===== config.mk =====
export PLATFORM = sky130hd
export DESIGN_NAME = fwd_hazard_ctrl_flat
export DESIGN_NICKNAME = d
export VERILOG_FILES = /design/src/rtl/fwd_hazard_ctrl_if.sv /design/src/rtl/fwd_hazard_ctrl.sv /design/src/flat_wrapper.sv
export SDC_FILE = /design/constraint.sdc
export NUM_CORES = 1
export LEC_CHECK = 0
export ABC_AREA = 1
export BUFFER_PORTS_ARGS = -buffer_cell sky130_fd_sc_hd__clkbuf_2
export CORE_MARGIN = 4
export CORE_UTILIZATION = 23
export DETAILED_ROUTE_END_ITERATION = 10
export PLACE_DENSITY_LB_ADDON = 0.3
export SYNTH_ARGS = -nofsm -noshare
export SYNTH_HDL_FRONTEND = slang
export SYNTH_SLANG_ARGS = --single-unit

===== constraint.sdc =====
create_clock -name clk -period 2.7 [get_ports clk]
set_input_delay 0.27 -clock clk [delete_from_list [all_inputs] [get_ports clk]]
set_output_delay 0.27 -clock clk [all_outputs]
set_load 0.1 [all_outputs]

===== src/rtl/fwd_hazard_ctrl_if.sv =====
// Bus between the ID/EX pipeline datapath and the forwarding/hazard controller.
// The datapath (master) presents the decoded ID instruction and receives the mux selects and stall.
interface fwd_hazard_ctrl_if #(
  parameter int unsigned REG_BITS = 5,
  parameter int unsigned CNT_BITS = 16
);
  logic                id_valid;
  logic [REG_BITS-1:0] id_rn;
  logic [REG_BITS-1:0] id_rm;
  logic                id_use_rn;
  logic                id_use_rm;
  logic [REG_BITS-1:0] id_rd;
  logic                id_reg_write;
  logic                id_mem_read;
  logic                flush;
  logic [1:0]          fwd_sel_a;
  logic [1:0]          fwd_sel_b;
  logic                stall;
  logic [CNT_BITS-1:0] stall_count;

  modport master (
    output id_valid, id_rn, id_rm, id_use_rn, id_use_rm, id_rd,
           id_reg_write, id_mem_read, flush,
    input  fwd_sel_a, fwd_sel_b, stall, stall_count
  );

  modport slave (
    input  id_valid, id_rn, id_rm, id_use_rn, id_use_rm, id_rd,
           id_reg_write, id_mem_read, flush,
    output fwd_sel_a, fwd_sel_b, stall, stall_count
  );
endinterface


===== src/rtl/fwd_hazard_ctrl.sv =====
// Forwarding and load-use hazard controller for the 5-stage pipeline.
// Shadows rd/rn/rm of in-flight instructions in EX/MEM/WB and drives operand mux selects and stall.
module fwd_hazard_ctrl #(
  parameter int unsigned REG_BITS = 5,
  parameter int unsigned ZERO_REG = 31,
  parameter int unsigned CNT_BITS = 16
) (
  input logic             clk,
  input logic             reset,
  fwd_hazard_ctrl_if.slave bus
);

  localparam logic [REG_BITS-1:0] XZR     = REG_BITS'(ZERO_REG);
  localparam logic [CNT_BITS-1:0] CNT_MAX = '1;

  localparam logic [1:0] SEL_RF  = 2'b00;
  localparam logic [1:0] SEL_MEM = 2'b01;
  localparam logic [1:0] SEL_WB  = 2'b10;

  typedef logic [REG_BITS-1:0] reg_t;

  typedef struct packed {
    logic valid;
    reg_t rd;
    logic reg_write;
    logic mem_read;
  } stage_t;

  typedef struct packed {
    stage_t dst;
    reg_t   rn;
    reg_t   rm;
    logic   use_rn;
    logic   use_rm;
  } ex_t;

  ex_t                 ex_q;
  ex_t                 ex_d;
  stage_t              mem_q;
  stage_t              wb_q;
  logic [CNT_BITS-1:0] cnt_q;

  logic       load_in_ex_c;
  logic       rn_hit_c;
  logic       rm_hit_c;
  logic       stall_c;
  logic       bubble_c;
  logic [1:0] sel_a_c;
  logic [1:0] sel_b_c;
  logic       unused_wb_mem_read;

  // A stage is a forwarding source for r only if it really writes a non-zero register.
  function automatic logic writes(input stage_t s, input reg_t r);
    return s.valid && s.reg_write && (s.rd == r) && (s.rd != XZR);
  endfunction

  // Newest producer wins: MEM before WB, otherwise read the register file.
  function automatic logic [1:0] pick_src(input logic ex_valid, input logic use_r,
                                          input reg_t r, input stage_t mem_s,
                                          input stage_t wb_s);
    if (!ex_valid || !use_r || (r == XZR)) return SEL_RF;
    if (writes(mem_s, r))                  return SEL_MEM;
    if (writes(wb_s, r))                   return SEL_WB;
    return SEL_RF;
  endfunction

  always_comb begin
    sel_a_c = pick_src(ex_q.dst.valid, ex_q.use_rn, ex_q.rn, mem_q, wb_q);
    sel_b_c = pick_src(ex_q.dst.valid, ex_q.use_rm, ex_q.rm, mem_q, wb_q);
  end

  // Load in EX whose result the ID instruction needs next cycle; flush overrides.
  always_comb begin
    load_in_ex_c = ex_q.dst.valid && ex_q.dst.mem_read && ex_q.dst.reg_write &&
                   (ex_q.dst.rd != XZR);
    rn_hit_c     = bus.id_use_rn && (bus.id_rn == ex_q.dst.rd);
    rm_hit_c     = bus.id_use_rm && (bus.id_rm == ex_q.dst.rd);
    stall_c      = bus.id_valid && !bus.flush && load_in_ex_c && (rn_hit_c || rm_hit_c);
    bubble_c     = stall_c || bus.flush;
  end

  // Next EX record: the ID instruction, or an all-zero bubble.
  always_comb begin
    ex_d = '0;
    if (!bubble_c) begin
      ex_d.dst.valid     = bus.id_valid;
      ex_d.dst.rd        = bus.id_rd;
      ex_d.dst.reg_write = bus.id_reg_write;
      ex_d.dst.mem_read  = bus.id_mem_read;
      ex_d.rn            = bus.id_rn;
      ex_d.rm            = bus.id_rm;
      ex_d.use_rn        = bus.id_use_rn;
      ex_d.use_rm        = bus.id_use_rm;
    end
  end

  always_ff @(posedge clk) begin
    if (!reset) begin
      ex_q  <= '0;
      mem_q <= '0;
      wb_q  <= '0;
      cnt_q <= '0;
    end else begin
      ex_q  <= ex_d;
      mem_q <= ex_q.dst;
      wb_q  <= mem_q;
      if (stall_c && (cnt_q != CNT_MAX)) begin
        cnt_q <= cnt_q + CNT_BITS'(1);
      end
    end
  end

  // WB's load flag is carried for completeness but nothing downstream consumes it.
  assign unused_wb_mem_read = wb_q.mem_read;

  assign bus.fwd_sel_a   = sel_a_c;
  assign bus.fwd_sel_b   = sel_b_c;
  assign bus.stall       = stall_c;
  assign bus.stall_count = cnt_q;

  a_sel_a_legal : assert property (@(posedge clk) disable iff (!reset) sel_a_c != 2'b11);
  a_sel_b_legal : assert property (@(posedge clk) disable iff (!reset) sel_b_c != 2'b11);

endmodule


===== src/flat_wrapper.sv =====
// flat-port wrapper written by rule: the top's interface ports become plain ports
module fwd_hazard_ctrl_flat 
#(
  parameter int unsigned REG_BITS = 5,
  parameter int unsigned ZERO_REG = 31,
  parameter int unsigned CNT_BITS = 16
)
  (clk, reset, bus_id_valid, bus_id_rn, bus_id_rm, bus_id_use_rn, bus_id_use_rm, bus_id_rd, bus_id_reg_write, bus_id_mem_read, bus_flush, bus_fwd_sel_a, bus_fwd_sel_b, bus_stall, bus_stall_count);
  fwd_hazard_ctrl_if #(.REG_BITS(REG_BITS), .CNT_BITS(CNT_BITS)) bus_i ();
  input logic clk;
  input logic reset;
  input wire logic [$bits(bus_i.id_valid)-1:0] bus_id_valid;
  input wire logic [$bits(bus_i.id_rn)-1:0] bus_id_rn;
  input wire logic [$bits(bus_i.id_rm)-1:0] bus_id_rm;
  input wire logic [$bits(bus_i.id_use_rn)-1:0] bus_id_use_rn;
  input wire logic [$bits(bus_i.id_use_rm)-1:0] bus_id_use_rm;
  input wire logic [$bits(bus_i.id_rd)-1:0] bus_id_rd;
  input wire logic [$bits(bus_i.id_reg_write)-1:0] bus_id_reg_write;
  input wire logic [$bits(bus_i.id_mem_read)-1:0] bus_id_mem_read;
  input wire logic [$bits(bus_i.flush)-1:0] bus_flush;
  output wire logic [$bits(bus_i.fwd_sel_a)-1:0] bus_fwd_sel_a;
  output wire logic [$bits(bus_i.fwd_sel_b)-1:0] bus_fwd_sel_b;
  output wire logic [$bits(bus_i.stall)-1:0] bus_stall;
  output wire logic [$bits(bus_i.stall_count)-1:0] bus_stall_count;
  assign bus_i.id_valid = bus_id_valid;
  assign bus_i.id_rn = bus_id_rn;
  assign bus_i.id_rm = bus_id_rm;
  assign bus_i.id_use_rn = bus_id_use_rn;
  assign bus_i.id_use_rm = bus_id_use_rm;
  assign bus_i.id_rd = bus_id_rd;
  assign bus_i.id_reg_write = bus_id_reg_write;
  assign bus_i.id_mem_read = bus_id_mem_read;
  assign bus_i.flush = bus_flush;
  assign bus_fwd_sel_a = bus_i.fwd_sel_a;
  assign bus_fwd_sel_b = bus_i.fwd_sel_b;
  assign bus_stall = bus_i.stall;
  assign bus_stall_count = bus_i.stall_count;
  fwd_hazard_ctrl #(.REG_BITS(REG_BITS), .ZERO_REG(ZERO_REG), .CNT_BITS(CNT_BITS)) u_core (.clk(clk), .reset(reset), .bus(bus_i));
endmodule

Word level (Yosys, flattened, before mapping)
Index checks and enable logic that the tools add are counted.

Register bits after elaboration: 50. Bits in latches: 0. Bits in writable memories: 0. ROM bits: 0. Input port bits: 23. Output and inout bits: 21. Word-level logic and storage cells: 83. Memories kept: 0.

Add/subtract/negate cells: 1. $mul: 0. Div/mod/pow operators: 0. $lt $le $gt $ge: 0. Equality and inequality tests: 12. Shift-type cells: 0. Muxes and demuxes: 24. Bitwise operators: 1. Reductions and logical operators: 30.

Operators by type and width (number): $eq 5x5->1 (6); $mux 2 (12); $logic_and 1x1->1 (19); $add 16x1->16 const B (1); $ne 16x16->1 const B (1); $ne 5x5->1 const B (3); $mux 1 (12); $eq 5x5->1 const B (2); $logic_or 1x1->1 (6); $logic_not 1->1 (4); $reduce_or 2->1 (1); $not 1->1 (1).

Logic depth before layout (Yosys ltp)
Word-level depth: 10. Mapped depth: 11. Gate-level depth less buffers: 10.

Worst setup path after synthesis
No wires, ideal clock.

Path kind: register to output. From: register u_core.mem_q[6] in the netlist's numbering. To: output bus_fwd_sel_b[0]. Arrival: 3555 ps. Data required time: 2430 ps. Setup slack: -1125 ps. Cell stages (with the launch flop): 5. Buffers on the path: 0. Path through: dfxtp_1 -> xor2_1 -> a211oi_1 -> nand2_1 -> nor4_1.

Cells in the longest elaborated chain, start to end: 8. Elaborated cells on any way between the ends: 11. Those cells by class: eq/ne (2); mux (7); reduce/logical (2).

RTL lines: start, declared (line fwd_hazard_ctrl.sv:39) `stage_t mem_q;`; start signal, assigned (line fwd_hazard_ctrl.sv:105) `mem_q <= ex_q.dst;`; $eq 5x5->1 (line fwd_hazard_ctrl.sv:54) `return s.valid && s.reg_write && (s.rd == r) && (s.rd != XZR);`; $logic_and 1x1->1 (line fwd_hazard_ctrl.sv:54); $logic_and 1x1->1 * (line fwd_hazard_ctrl.sv:54); $mux 2 (line fwd_hazard_ctrl.sv:62) `if (writes(mem_s, r)) return SEL_MEM;`; $mux 2 (line fwd_hazard_ctrl.sv:63) `if (writes(wb_s, r)) return SEL_WB;`; $mux 2 (line fwd_hazard_ctrl.sv:64) `return SEL_RF;`; $mux 2 * (line fwd_hazard_ctrl.sv:63); $mux 2 * (line fwd_hazard_ctrl.sv:62); end, declared (line flat_wrapper.sv:22) `output wire logic [$bits(bus_i.fwd_sel_b)-1:0] bus_fwd_sel_b;`.

Mark *: on every way between the ends. The rest lies on a longest branch, timed or not. The select of a mux whose other input is x is not followed.

Final worst setup path
From: register u_core.ex_q[10] in the netlist's numbering. To: output bus_fwd_sel_a[0].

Cells in the longest elaborated chain, start to end: 9. Elaborated cells on any way between the ends: 19. Those cells by class: eq/ne (3); mux (11); reduce/logical (5).

RTL lines: start, declared (line fwd_hazard_ctrl.sv:37) `ex_t ex_q;`; start signal, assigned (line fwd_hazard_ctrl.sv:99) `ex_q <= '0;`; start signal, assigned (line fwd_hazard_ctrl.sv:104) `ex_q <= ex_d;`; $eq 5x5->1 (line fwd_hazard_ctrl.sv:54); $logic_and 1x1->1 (2 in a row) (line fwd_hazard_ctrl.sv:54); $mux 1 (2 in a row) (line fwd_hazard_ctrl.sv:63); $mux 1 (line fwd_hazard_ctrl.sv:62); $mux 2 (line fwd_hazard_ctrl.sv:64); $mux 2 (line fwd_hazard_ctrl.sv:63); $mux 2 * (line fwd_hazard_ctrl.sv:62); end, declared (line flat_wrapper.sv:21) `output wire logic [$bits(bus_i.fwd_sel_a)-1:0] bus_fwd_sel_a;`.

Marked as above.

==> flow_summary.toml <==
[outcome]
outcome = "complete, no violations"

[synthesis]
synth_nets = 421
yosys_warnings = 0
syn_inst = 397
ys_ff_latch = 50
syn_area_um2 = 2660
syn_avg_cell_area_um2 = 6.69
yosysSeqAreaShare = 0.377
synthDistinctLibCells = 34

[flow_run]
drv_cap = 0

[placement]
port_buffers = 43
place_ws_ns = 0.852
hpwl_mm = 5.15
gp_congestion = 0.806

[worst_hold_path]
hold_depth = 3
hold_path_class = "input port to flip-flop"
min_from = "bus_id_rd[0]"

[die]
start_util = 0.240
row_count = 38
die_h_um = 115
io_pins = 44
fp.dieW_um = 115
fp.dieArea_um2 = 13300
core_region_area_um2 = 11100

[pwr]
power.leakage_nw = 1.65
combPwrFrac = 0.055
power_switching_mw = 0.349
peakVddDrop_mv = 0.254
pwr_density_cell_nw_per_um2 = 518
p_sw_frac = 0.209
p_seq_frac = 0.460
p_int_mw = 1.32
pwr-share-clk = 0.484

[routing]
drt-pass1-iter-count = 4
ant_nets = 0
wirelength_mm = 6.53
num_vias = 2476
viasPerCell = 4.26
drtIter0Drc = 138
wl_per_cell_um = 11.2
remaining_drc_errors = 0

[worst_setup_path]
r2r_start = "u_core.ex_q[13]"
worstSetupPathType = "flip-flop to primary output"
worstSetupEndpointType = "primary output"
crit_fanout = 4
r2r_cells = 8
crit_path_start = "u_core.ex_q[10]"
required_ns = 2.43
cp-start-kind = "flip-flop"
cp.arrival_ns = 1.78

[grt]
grt_usage = 0.105
grt_pass1_vias = 2439
grt-ovfl-total = 0
grt_max_degree = 22
grt_pass1_wl_mm = 11.3
antenna_found_initial = 0

[final_layout]
multi_input_area_um2 = 1340
synthToLayoutAreaGrowth_pct = 21.5
nFillCells = 1222
nNetsFinal = 464
drive_above_1_share = 0.172
seqCellArea_um2 = 1000
n_antenna_cell = 0

[timing]
report.final.setup_viol = 0
rsz0062_at_grt = "false"
relSlewSlack = 0.565
maxSlewViolCount = 0
hold_ws_ns = 0.179
period_minus_slack_ns = 2.05
tightest_slew_ns = 0.652
hold_viol = 0
fmax_ghz = 0.487
skew_ns = 0.00519
finalWorstSetupSlack_ns = 0.648
period_share = 0.760
setup_tns_ns = 0

[clocking]
cts_root_buf = "clkbuf_16"
htreeDepth = 2
cts-resized-gates = 0
clk_pin_slew_worst_paths_ns = 0.07
numClockSinks = 50
cts_made_buffers = 5
post_cts_buffers = 0
clockBufferDepth = 2
cts_tree = "done"
worstSkewPairLatency_ns = 0.29
cts-hold-fix-buffers = 0
## logic make-up after synthesis
| logic type | synth area share |
|---|---|
| XOR/XNOR | 0.0429 |
| AO/OA/AOI/OAI | 0.0452 |
| adder cells (fa/ha/maj) | 0.00471 |
| flip-flops | 0.377 |
| AND/OR/NAND/NOR | 0.408 |
| buffers and inverters | 0.122 |
## synth_stat cells
library cell / count / area (um^2)
nand2_1: 106 / 398
inv_1: 70 / 263
nor2_1: 64 / 240
dfxtp_1: 50 / 1000
nand4_1: 20 / 125
nand3_1: 17 / 85.1
xor2_1: 10 / 87.6
a21oi_1: 5 / 25.0
nor2_2: 4 / 25.0
nor3_1: 4 / 20.0
o21ai_0: 4 / 20.0
a211oi_1: 3 / 22.5
a21oi_2: 3 / 26.3
buf_4: 3 / 22.5
clkbuf_1: 3 / 11.3
nor4_1: 3 / 18.8
xnor2_1: 3 / 26.3
buf_2: 2 / 10.0
inv_2: 2 / 7.51
nand2_2: 2 / 12.5
nand3_2: 2 / 20.0
nand3b_1: 2 / 15.0
nand4_4: 2 / 42.5
o22ai_1: 2 / 12.5
or2_2: 2 / 12.5
a21boi_0: 1 / 7.51
a31oi_1: 1 / 6.26
buf_6: 1 / 11.3
ha_1: 1 / 12.5
nand3_4: 1 / 17.5
nand4_2: 1 / 12.5
nor2_4: 1 / 11.3
nor2_8: 1 / 20.0
nor3b_1: 1 / 7.51
## stage by stage
| step | cell area (um^2) | instances | total power, mW | utilization |
|---|---|---|---|---|
| floorplan | 2670 | 397 | 0.845 | - |
| global placement | 3030 | 573 | 0.878 | 0.274 |
| detailed placement | 3030 | 573 | 0.880 | 0.274 |
| CTS | 3230 | 581 | 1.69 | 0.291 |
| global route | 3230 | 581 | 1.73 | 0.291 |
| finish | 3230 | 581 | 1.67 | 0.291 |
## cell usage in the layout (no fill, tap or decap), types with 2 or more instances in the layout
master / netlist / routed
clkbuf_2: 0 / 42
a211oi_1: 3 / 3
nor2_1: 64 / 64
nor3_1: 4 / 3
inv_2: 2 / 2
nand4_1: 20 / 20
a21oi_1: 5 / 5
buf_4: 3 / 2
nor4_1: 3 / 2
nand2_1: 106 / 106
or2_2: 2 / 2
bufinv_16: 0 / 2
xnor2_1: 3 / 3
dfxtp_1: 50 / 50
o21ai_0: 4 / 4
inv_1: 70 / 70
nand3b_1: 2 / 2
clkbuf_16: 0 / 5
nand4_4: 2 / 2
nand2_2: 2 / 2
o22ai_1: 2 / 2
nand3_2: 2 / 2
a21oi_2: 3 / 3
xor2_1: 10 / 10
nand3_1: 17 / 17
nor2_2: 4 / 4
## routing by layer
layer	global-route usage	vias to the layer above	wire length, um
met2	0.184	44	3220
li1	-	1312	-
met5	0	-	0
met4	0.0352	0	81
met1	0.129	1114	3000
met3	0.0188	6	227
## flip-flops by register name, indices dropped and copies added, names as in the netlist
register,flops
u_core.bus.stall_count,16
u_core.ex_q,20
u_core.mem_q,7
u_core.wb_q,7
## cell type report
type                            instances  area share
Timing Repair Buffer                   45      0.0760
Tap cell                              140      0.0543
Clock buffer                            5      0.0388
Clock inverter                          3      0.0213
Sequential cell                        50       0.310
Multi-Input combinational cell        266       0.416
Inverter                               72      0.0838
## power by group through the flow
stage	Sequential, mW	Clock [mW]	Combinational [mW]
2_1_floorplan	0.782	0	0.0632
3_3_place_gp	0.786	0	0.0914
3_5_place_dp	0.787	0	0.0928
4_1_cts	0.770	0.831	0.0935
5_1_grt	0.772	0.852	0.107
6_report	0.770	0.810	0.0924
## worst paths after layout
| kind | endpoint | slack, ns |
|---|---|---|
| min | u_core.ex_q[14] | 0.18 |
| max | bus_fwd_sel_a[0] | 0.65 |
| min reg2reg | u_core.wb_q[7] | 0.43 |
| max reg2reg | u_core.ex_q[11] | 0.87 |
## critical path: stages, from the launching register on
cell,delay [ns]
dfxtp_1,0.40
xnor2_1,0.13
a21boi_0,0.18
nand4_1,0.16
nor3_2,0.14
clkbuf_2,0.48
Note: power is estimated with default switching activity, not from simulation.
